## config.mk

```make
export PLATFORM = sky130hd
export DESIGN_NAME = ecall_controller
export DESIGN_NICKNAME = d
export VERILOG_FILES = /design/src/rtl/ecall_controller.sv
export SDC_FILE = /design/constraint.sdc
export NUM_CORES = 1
export LEC_CHECK = 0
export ABC_AREA = 1
export CAP_MARGIN = 25
export CORE_ASPECT_RATIO = 0.8
export CORE_UTILIZATION = 45
export CTS_CLUSTER_SIZE = 28
export DETAILED_ROUTE_END_ITERATION = 10
export MAX_ROUTING_LAYER = met4
export PLACE_DENSITY = 0.8
export SETUP_SLACK_MARGIN = 0.05
export SLEW_MARGIN = 10
export SYNTH_ARGS = -nofsm -noshare
export SYNTH_HDL_FRONTEND = slang
export SYNTH_SLANG_ARGS = --single-unit
```

## constraint.sdc

```tcl
create_clock -name clk -period 4.1 [get_ports clk]
set_input_delay 0.82 -clock clk [delete_from_list [all_inputs] [get_ports clk]]
set_output_delay 0.82 -clock clk [all_outputs]
set_load 0.01 [all_outputs]
```

## src/rtl/ecall_controller.sv

```systemverilog
// ecall_controller: stalls the pipeline for an ECALL and runs the print, read or exit service.
// A confirm-button handshake gates each service, and read results are written back to x10.
module ecall_controller #(
  parameter int DEBOUNCE_CYCLES = 4,
  parameter int SW_WIDTH = 16
) (
  input  logic                clk,
  input  logic                rst,
  input  logic                ecall_valid,
  input  logic [31:0]         a0_data,
  input  logic [31:0]         a7_data,
  input  logic [SW_WIDTH-1:0] sw_in,
  input  logic                confirm_btn,
  output logic                stall,
  output logic                halt,
  output logic                EcallWrite,
  output logic [31:0]         EcallResult,
  output logic [31:0]         disp_data,
  output logic                disp_valid,
  output logic                led_waiting
);
  localparam int CW = $clog2(DEBOUNCE_CYCLES + 1);
  typedef enum logic [2:0] {IDLE, WAIT_PRESS, WAIT_RELEASE, WRITEBACK, DONE, HALT} state_t;
  state_t r_state, w_next;
  logic r_sync1, r_sync2, r_db, r_db_prev, r_armed;
  logic [CW-1:0] r_cnt, r_low_cnt;
  logic [31:0] r_svc, r_disp, r_result;
  logic w_press, w_valid_svc, w_accept;
  assign w_valid_svc = (a7_data == 32'd1) || (a7_data == 32'd5) || (a7_data == 32'd12) || (a7_data == 32'd10);
  assign w_accept = (r_state == IDLE) && ecall_valid && w_valid_svc;
  assign w_press = r_db && !r_db_prev && r_armed;
  assign disp_data = r_disp;
  // Arming needs a full debounce window of released samples, so the reset values in the
  // synchroniser cannot arm the button when it is held through reset.
  always_ff @(posedge clk or posedge rst) begin
    if (rst) begin
      r_sync1 <= 1'b0;
      r_sync2 <= 1'b0;
      r_db <= 1'b0;
      r_db_prev <= 1'b0;
      r_armed <= 1'b0;
      r_cnt <= '0;
      r_low_cnt <= '0;
    end else begin
      r_sync1 <= confirm_btn;
      r_sync2 <= r_sync1;
      r_db_prev <= r_db;
      if (r_sync2 == r_db) r_cnt <= '0;
      else if (r_cnt == CW'(DEBOUNCE_CYCLES - 1)) begin
        r_cnt <= '0;
        r_db <= r_sync2;
      end else r_cnt <= r_cnt + 1'b1;
      r_low_cnt <= r_sync2 ? '0 : (r_low_cnt == CW'(DEBOUNCE_CYCLES) ? r_low_cnt : r_low_cnt + 1'b1);
      if (!r_db && r_low_cnt == CW'(DEBOUNCE_CYCLES)) r_armed <= 1'b1;
    end
  end
  always_ff @(posedge clk or posedge rst) begin
    if (rst) begin
      r_state <= IDLE;
      r_svc <= '0;
      r_disp <= '0;
      r_result <= '0;
    end else begin
      r_state <= w_next;
      if (w_accept) begin
        r_svc <= a7_data;
        r_disp <= a0_data;
      end
      if (r_state == WAIT_PRESS && w_press)
        r_result <= (r_svc == 32'd12) ? {24'b0, sw_in[7:0]} : {{(32-SW_WIDTH){sw_in[SW_WIDTH-1]}}, sw_in};
    end
  end
  always_comb begin
    w_next = r_state;
    stall = 1'b0;
    halt = 1'b0;
    EcallWrite = 1'b0;
    EcallResult = '0;
    disp_valid = 1'b0;
    led_waiting = 1'b0;
    case (r_state)
      IDLE: begin
        stall = w_accept;
        if (w_accept) w_next = (a7_data == 32'd10) ? HALT : WAIT_PRESS;
      end
      WAIT_PRESS: begin
        stall = 1'b1;
        led_waiting = 1'b1;
        disp_valid = (r_svc == 32'd1);
        if (w_press) w_next = WAIT_RELEASE;
      end
      WAIT_RELEASE: begin
        stall = 1'b1;
        disp_valid = (r_svc == 32'd1);
        if (!r_db) w_next = (r_svc == 32'd5 || r_svc == 32'd12) ? WRITEBACK : DONE;
      end
      WRITEBACK: begin
        stall = 1'b1;
        EcallWrite = 1'b1;
        EcallResult = r_result;
        w_next = DONE;
      end
      DONE: w_next = IDLE;
      HALT: begin
        stall = 1'b1;
        halt = 1'b1;
      end
      default: w_next = IDLE;
    endcase
  end
endmodule

```

==> flow_summary.toml, run 1 <==
[logic_synthesis]
synth.avg_cell_area_um2 = 8.62
async_flop_share_pct = 100
ys_types = 27
synth_edf_count = 0
yosys.area.top_type = "dfrtp_1"
yosys.area.top_type_share_pct = 55.1
ys_ff_latch = 94
ys_warn_count = 0
syn-instance-count = 495
ys_seq_area_share_pct = 55.1
synth_nets = 582
synthTopCellsByArea = "dfrtp_1 55%, inv_1 8.5%, nor2_1 8.4%, nand2_1 8.2%, o21ai_2 5.5%"
synth_area_um2 = 4270
synth-main-ff-cell = "dfrtp_1"

[route]
drc = 0
first_pass_iters = 4
detail-route-antenna-nets = 0
vias = 3502
drt_iter0_markers = 214
drt-wirelength-per-cell_um = 13.0
totalWireLength_um = 9740
avgViaCountPerCell = 4.67

[final_layout]
antenna_cells = 0
mostFrequentLayoutCells = "152 x clkdlybuf4s50_1, 96 x inv_1, 96 x nor2_1"
drive_gt1_share_pct = 8.03
final_nets = 719
fill_cells = 699
synthToLayoutAreaGrowth_pct = 42.9
final_common_cell = "clkdlybuf4s50_1"

[clock_network]
clock_sinks = 94
clk_pin_slew_ns = 0.06
clock_latency_ns = 0.33
cts_root_buffer = "clkbuf_16"
tritoncts = "built"
cts_made_buffers = 9
hold_buffers = 0
h-tree-depth = 3
cts_setup_buffers = 0
cts_resized = 0
clockBufferDepth = 2

[critical_path]
reg2reg_depth = 8
worstPathRequired_ns = 3.28
crit_type = "in2out"
r2r-start = "r_state[0]"
start_kind = "primary input"
r2r_setup_slack_ns = 2.19
crit_fanout = 3
arrival_ns = 2.50
r2r-end = "r_state[2]"
cp-end-kind = "primary output"

[timing]
setup_viol = 0
final_hold_viol_count = 0
fin_ws_ns = 0.784
rsz0062_at_grt = "false"
fin_crit_sh_pct = 80.9
max_freq_mhz = 302
fin_crit_ns = 3.32
final_max_slew_viol_count = 0
worst-slew-pin-transition_ns = 0.838
max_slew_margin_pct = 44.1
fin_tns_setup_ns = 0
skew_ns = 0.00638

[power_and_ir_drop]
intPower_w = 0.00176
clkPwrFrac_pct = 44.4
p_switching_w = 0.000455
seq_power_share_pct = 45.3
swShare_pct = 20.5
p_leak_nw = 2.96
combPwrFrac_pct = 10.3
ir_drop_mv = 0.205
power.density_nw_per_um2 = 364

[die]
pin_count = 153
start_util_pct = 46.8
dieArea_um2 = 9880
dieHeight_um = 89.1
row_count = 31
die_w_um = 111
core_um2 = 9110

[placement]
routabilityCongestion = 0.851
post-place-ws_ns = 0.772
place_hpwl_um = 7030
io_buffer_count = 152

[global_route]
grt_antenna_before_repair = 0
grt_max_degree = 86
grt_pass1_vias = 3350
gr-total-overflow = 0
grt_pass1_wl_um = 15400
grt_util_all_layers_pct = 20.5

[outcome]
status = "finished clean"

[min_path]
min_path_type = "reg2reg"
min_delay_worst_endpoint = "r_sync2"
worstHoldStart = "r_sync1"
whs_path_depth = 0

[job]
maxCapViolCount = 0
layer usage:
layer / vias up / part of all wire [%] / global-route usage [%] / routed length, um
li1: 1730 / - / - / -
met1: 1633 / 45 / 24.8 / 4380
met2: 123 / 48 / 34.7 / 4650
met3: 16 / 5.6 / 4.81 / 546
met4: 0 / 1.7 / 6.55 / 164
met5: - / 0 / - / 0
stage by stage:
| step | utilization [%] | std cells | area, um^2 | power (W) | hold slack (ns) |
|---|---|---|---|---|---|
| after floorplan | - | 495 | 4270 | 0.00112 | 0.331 |
| after global placement | 62.8 | 735 | 5720 | 0.00122 | 0.333 |
| after detailed placement | 62.8 | 735 | 5720 | 0.00125 | 0.348 |
| after CTS | 66.7 | 749 | 6080 | 0.00223 | 0.361 |
| after global routing | 66.9 | 750 | 6100 | 0.00231 | 0.363 |
| final | 66.9 | 750 | 6100 | 0.00222 | 0.357 |
sequential cells by signal, indices dropped and copies added (netlist names):
signal	cells
r_svc	32
disp_data	32
r_db_prev	1
r_low_cnt	3
r_armed	1
r_cnt	3
r_state	3
r_db	1
r_sync2	1
r_sync1	1
r_result	16
cell usage after synthesis (2+ instances only):
cell type / instances
nand3_2: 2
buf_6: 9
o22ai_1: 8
ha_1: 3
nor2_1: 96
nand4_1: 2
dfrtp_1: 94
buf_2: 3
inv_1: 97
nand3_1: 8
o21ai_0: 15
o21ai_1: 9
xnor2_1: 2
buf_4: 16
nand2_1: 93
o21ai_2: 27
cells by family after synthesis:
kind of cell / after synthesis / synth area share [%]
adder cells (fa/ha/maj): 3 / 0.880
AND/OR/NAND/NOR: 208 / 19.6
buffers and inverters: 128 / 14.4
XOR/XNOR: 2 / 0.411
AO/OA/AOI/OAI: 60 / 9.65
flip-flops: 94 / 55.1
critical path, cell delays in order:
cell	delay [ns]
clkdlybuf4s50_1	0.41
nor2_1	0.09
and2_1	0.23
nand3_1	0.10
nand2_1	0.13
nand3_2	0.09
nand3_1	0.07
clkdlybuf4s50_1	0.56
area by class of cell:
class,instances,area (um^2),area share [%]
Clock inverter,4,120,1.97
Timing Repair Buffer,156,1570,25.8
Multi-Input combinational cell,273,1300,21.4
Clock buffer,10,239,3.92
Sequential cell,94,2350,38.6
Inverter,98,369,6.05
Tap cell,115,144,2.36
power groups by stage:
stage	clock network, W	registers [W]	logic (W)
floorplan	0	0.00101	0.000108
global placement	0	0.00102	0.000206
detailed placement	0	0.00102	0.000227
CTS	0.00100	0.00100	0.000230
global route	0.00104	0.00101	0.000256
finish	0.000985	0.00101	0.000228
worst max-delay path by stage:
stage	startpoint	to	cells past startpoint
2_1_floorplan	rst	disp_data[0]	1
3_3_place_gp	a7_data[6]	stall	8
3_5_place_dp	a7_data[4]	stall	8
4_1_cts	a7_data[4]	stall	8
5_1_grt	a7_data[6]	stall	8
6_report	a7_data[4]	stall	8
No activity file was read; power rests on OpenSTA's default activity.
==> inputs of run 2 (changes only) <==
--- a/config.mk
+++ b/config.mk
@@ -8,11 +8,11 @@
 export ABC_AREA = 1
 export CAP_MARGIN = 25
 export CORE_ASPECT_RATIO = 0.8
-export CORE_UTILIZATION = 45
+export CORE_UTILIZATION = 41
 export CTS_CLUSTER_SIZE = 28
 export DETAILED_ROUTE_END_ITERATION = 10
 export MAX_ROUTING_LAYER = met4
-export PLACE_DENSITY = 0.8
+export PLACE_DENSITY = 0.77
 export SETUP_SLACK_MARGIN = 0.05
 export SLEW_MARGIN = 10
 export SYNTH_ARGS = -nofsm -noshare
==> constraint.sdc (replaced) <==
create_clock -name clk -period 2.7 [get_ports clk]
set_input_delay 0.54 -clock clk [delete_from_list [all_inputs] [get_ports clk]]
set_output_delay 0.54 -clock clk [all_outputs]
set_load 0.01 [all_outputs]
==> run 2 against run 1 <==
  * Non-clock buffer count is 8 higher
  * Cell area is 0.84% higher
  * Critical path depth is 1 lower
  * Flip-flop and latch count stayed put
  * Worst hold slack better by 0.0065 ns
  * Sequential share of layout area is 0.32 points lower
  * Count of clock-buffer cells in the layout stayed put
  * Final cell count is 4.1% higher
  * Setup slack worse by 0.61 ns
  * Critical path type is now reg2out
  * Critical endpoint is now EcallResult[6]
==> flow_summary.toml, run 2 (synthesized netlist as in run 1, its figures left out) <==
[outcome]
status = "finished clean"

[route]
totalWireLength_um = 9730
drt_iter0_markers = 172
first_pass_iters = 5
vias = 3530
detail-route-antenna-nets = 0
avgViaCountPerCell = 4.52
drt-wirelength-per-cell_um = 12.5
drc = 0

[power_and_ir_drop]
p_leak_nw = 3.09
power_w = 0.00305
power.density_nw_per_um2 = 497
ir_drop_mv = 0.298

[timing]
final_hold_viol_count = 0
fin_crit_sh_pct = 93.6
skew_ns = 0.00945
rsz0062_at_grt = "true"
max_slew_margin_pct = 42.8
hold_slack_ns = 0.363
final_max_slew_viol_count = 0
fin_crit_ns = 2.53
setup_viol = 0
fin_tns_setup_ns = 0
worst-slew-pin-transition_ns = 0.858
max_freq_mhz = 396

[critical_path]
path_cells = "inv_1, nand2_1, nor2_4, inv_1, buf_4, nor2_1, clkdlybuf4s50_1"
reg2reg_depth = 8
cp-end-kind = "primary output"
arrival_ns = 1.99
max_stage_delay_ns = 0.55
worstPathRequired_ns = 2.16
crit_fanout = 15
crit_type = "reg2out"
cp_slowest_cell = "clkdlybuf4s50_1"
start_kind = "flip-flop"
path_common_cell = "inv_1"

[final_layout]
drive_gt1_share_pct = 9.61
final_nets = 727
fill_cells = 813
register_area_um2 = 2350
synthToLayoutAreaGrowth_pct = 44.1
utilization_pct = 62.2
antenna_cells = 0
multi_input_area_um2 = 1320
final_common_cell = "clkdlybuf4s50_1"
mostFrequentLayoutCells = "144 x clkdlybuf4s50_1, 96 x inv_1, 95 x nor2_1"

[clock_network]
clock_sinks = 94
clockBufferDepth = 2
h-tree-depth = 3
cts_root_buffer = "clkbuf_16"
clk_pin_slew_ns = 0.07
clock_latency_ns = 0.34
cts_made_buffers = 9
tritoncts = "built"
hold_buffers = 0

[job]
maxCapViolCount = 0

[die]
pin_count = 153
start_util_pct = 43.2
row_count = 32
die_w_um = 116
dieHeight_um = 93.3
core_um2 = 9890
dieArea_um2 = 10800

[placement]
routabilityCongestion = 0.829
io_buffer_count = 152
place_hpwl_um = 7260

[global_route]
grt_antenna_before_repair = 0
grt_util_all_layers_pct = 19.4
grt_max_degree = 74
grt_pass1_vias = 3557
gr-total-overflow = 0
grt_pass1_wl_um = 15900

[min_path]
whs_path_depth = 0
min_path_type = "reg2reg"
[run 2: cell types whose count changed in the layout (fill, tap and decap cells not counted), sizes merged]
cell	change
bufinv	-4
buf	+8
clkdlybuf4s50	-8
clkinv	+2
clkinvlp	+3
dlymetal6s2s	+7
dlygate4sd2	+1
inv	+1
[run 2: through the flow]
stage	setup slack [ns]	area, um^2	cells
floorplan	0.343	4270	495
global placement	-0.0507	5840	765
detailed placement	-0.0628	5840	765
CTS	0.0680	6120	781
global route	0.0405	6150	781
finish	0.173	6150	781
[run 2: path summary, 6_finish.rpt]
path                                  end  slack (ns)        from
max                        EcallResult[6]        0.17  r_state[2]
min                               r_sync2        0.36     r_sync1
max reg2reg                    r_state[2]        0.75  r_state[0]
min reg2reg                       r_sync2        0.36     r_sync1
max in group asynchronous     r_result[8]        1.46         rst
min in group asynchronous   disp_data[24]        0.64         rst
[run 2: per-layer routing]
metal / track usage [%] / wire, um / vias up
li1: - / - / 1754
met2: 33.3 / 4840 / 118
met4: 3.21 / 40 / 0
met5: - / 0 / -
met1: 22.7 / 4130 / 1654
met3: 5.83 / 722 / 4
[run 2: area by class of cell]
class / instances / share of cell area, %
clock inverters: 6 / 0.753
inverters: 98 / 6.04
repair buffers: 164 / 26.9
clock buffers: 10 / 3.89
well taps: 136 / 2.77
multi-input cells: 273 / 21.4
flip-flops and latches: 94 / 38.3
[run 2: power by group]
part	internal [W]	switching, W
Sequential	0.00148	0.0000424
Clock	0.000654	0.000533
Combinational	0.000184	0.000157
[run 2: critical path: cells and delay by family, from the launching register on]
kind                   cells  cell delay [ns]
AND/OR/NAND/NOR            3             0.36
flip-flops                 1             0.38
buffers and inverters      4             0.90
[run 2: timing repair]
| item | CTS | global route |
|---|---|---|
| setup endpoints to repair | 1 | 32 |
| pin swaps | 0 | 0 |
| buffers inserted | 0 | 0 |
| gates resized for setup | 1 | 9 |
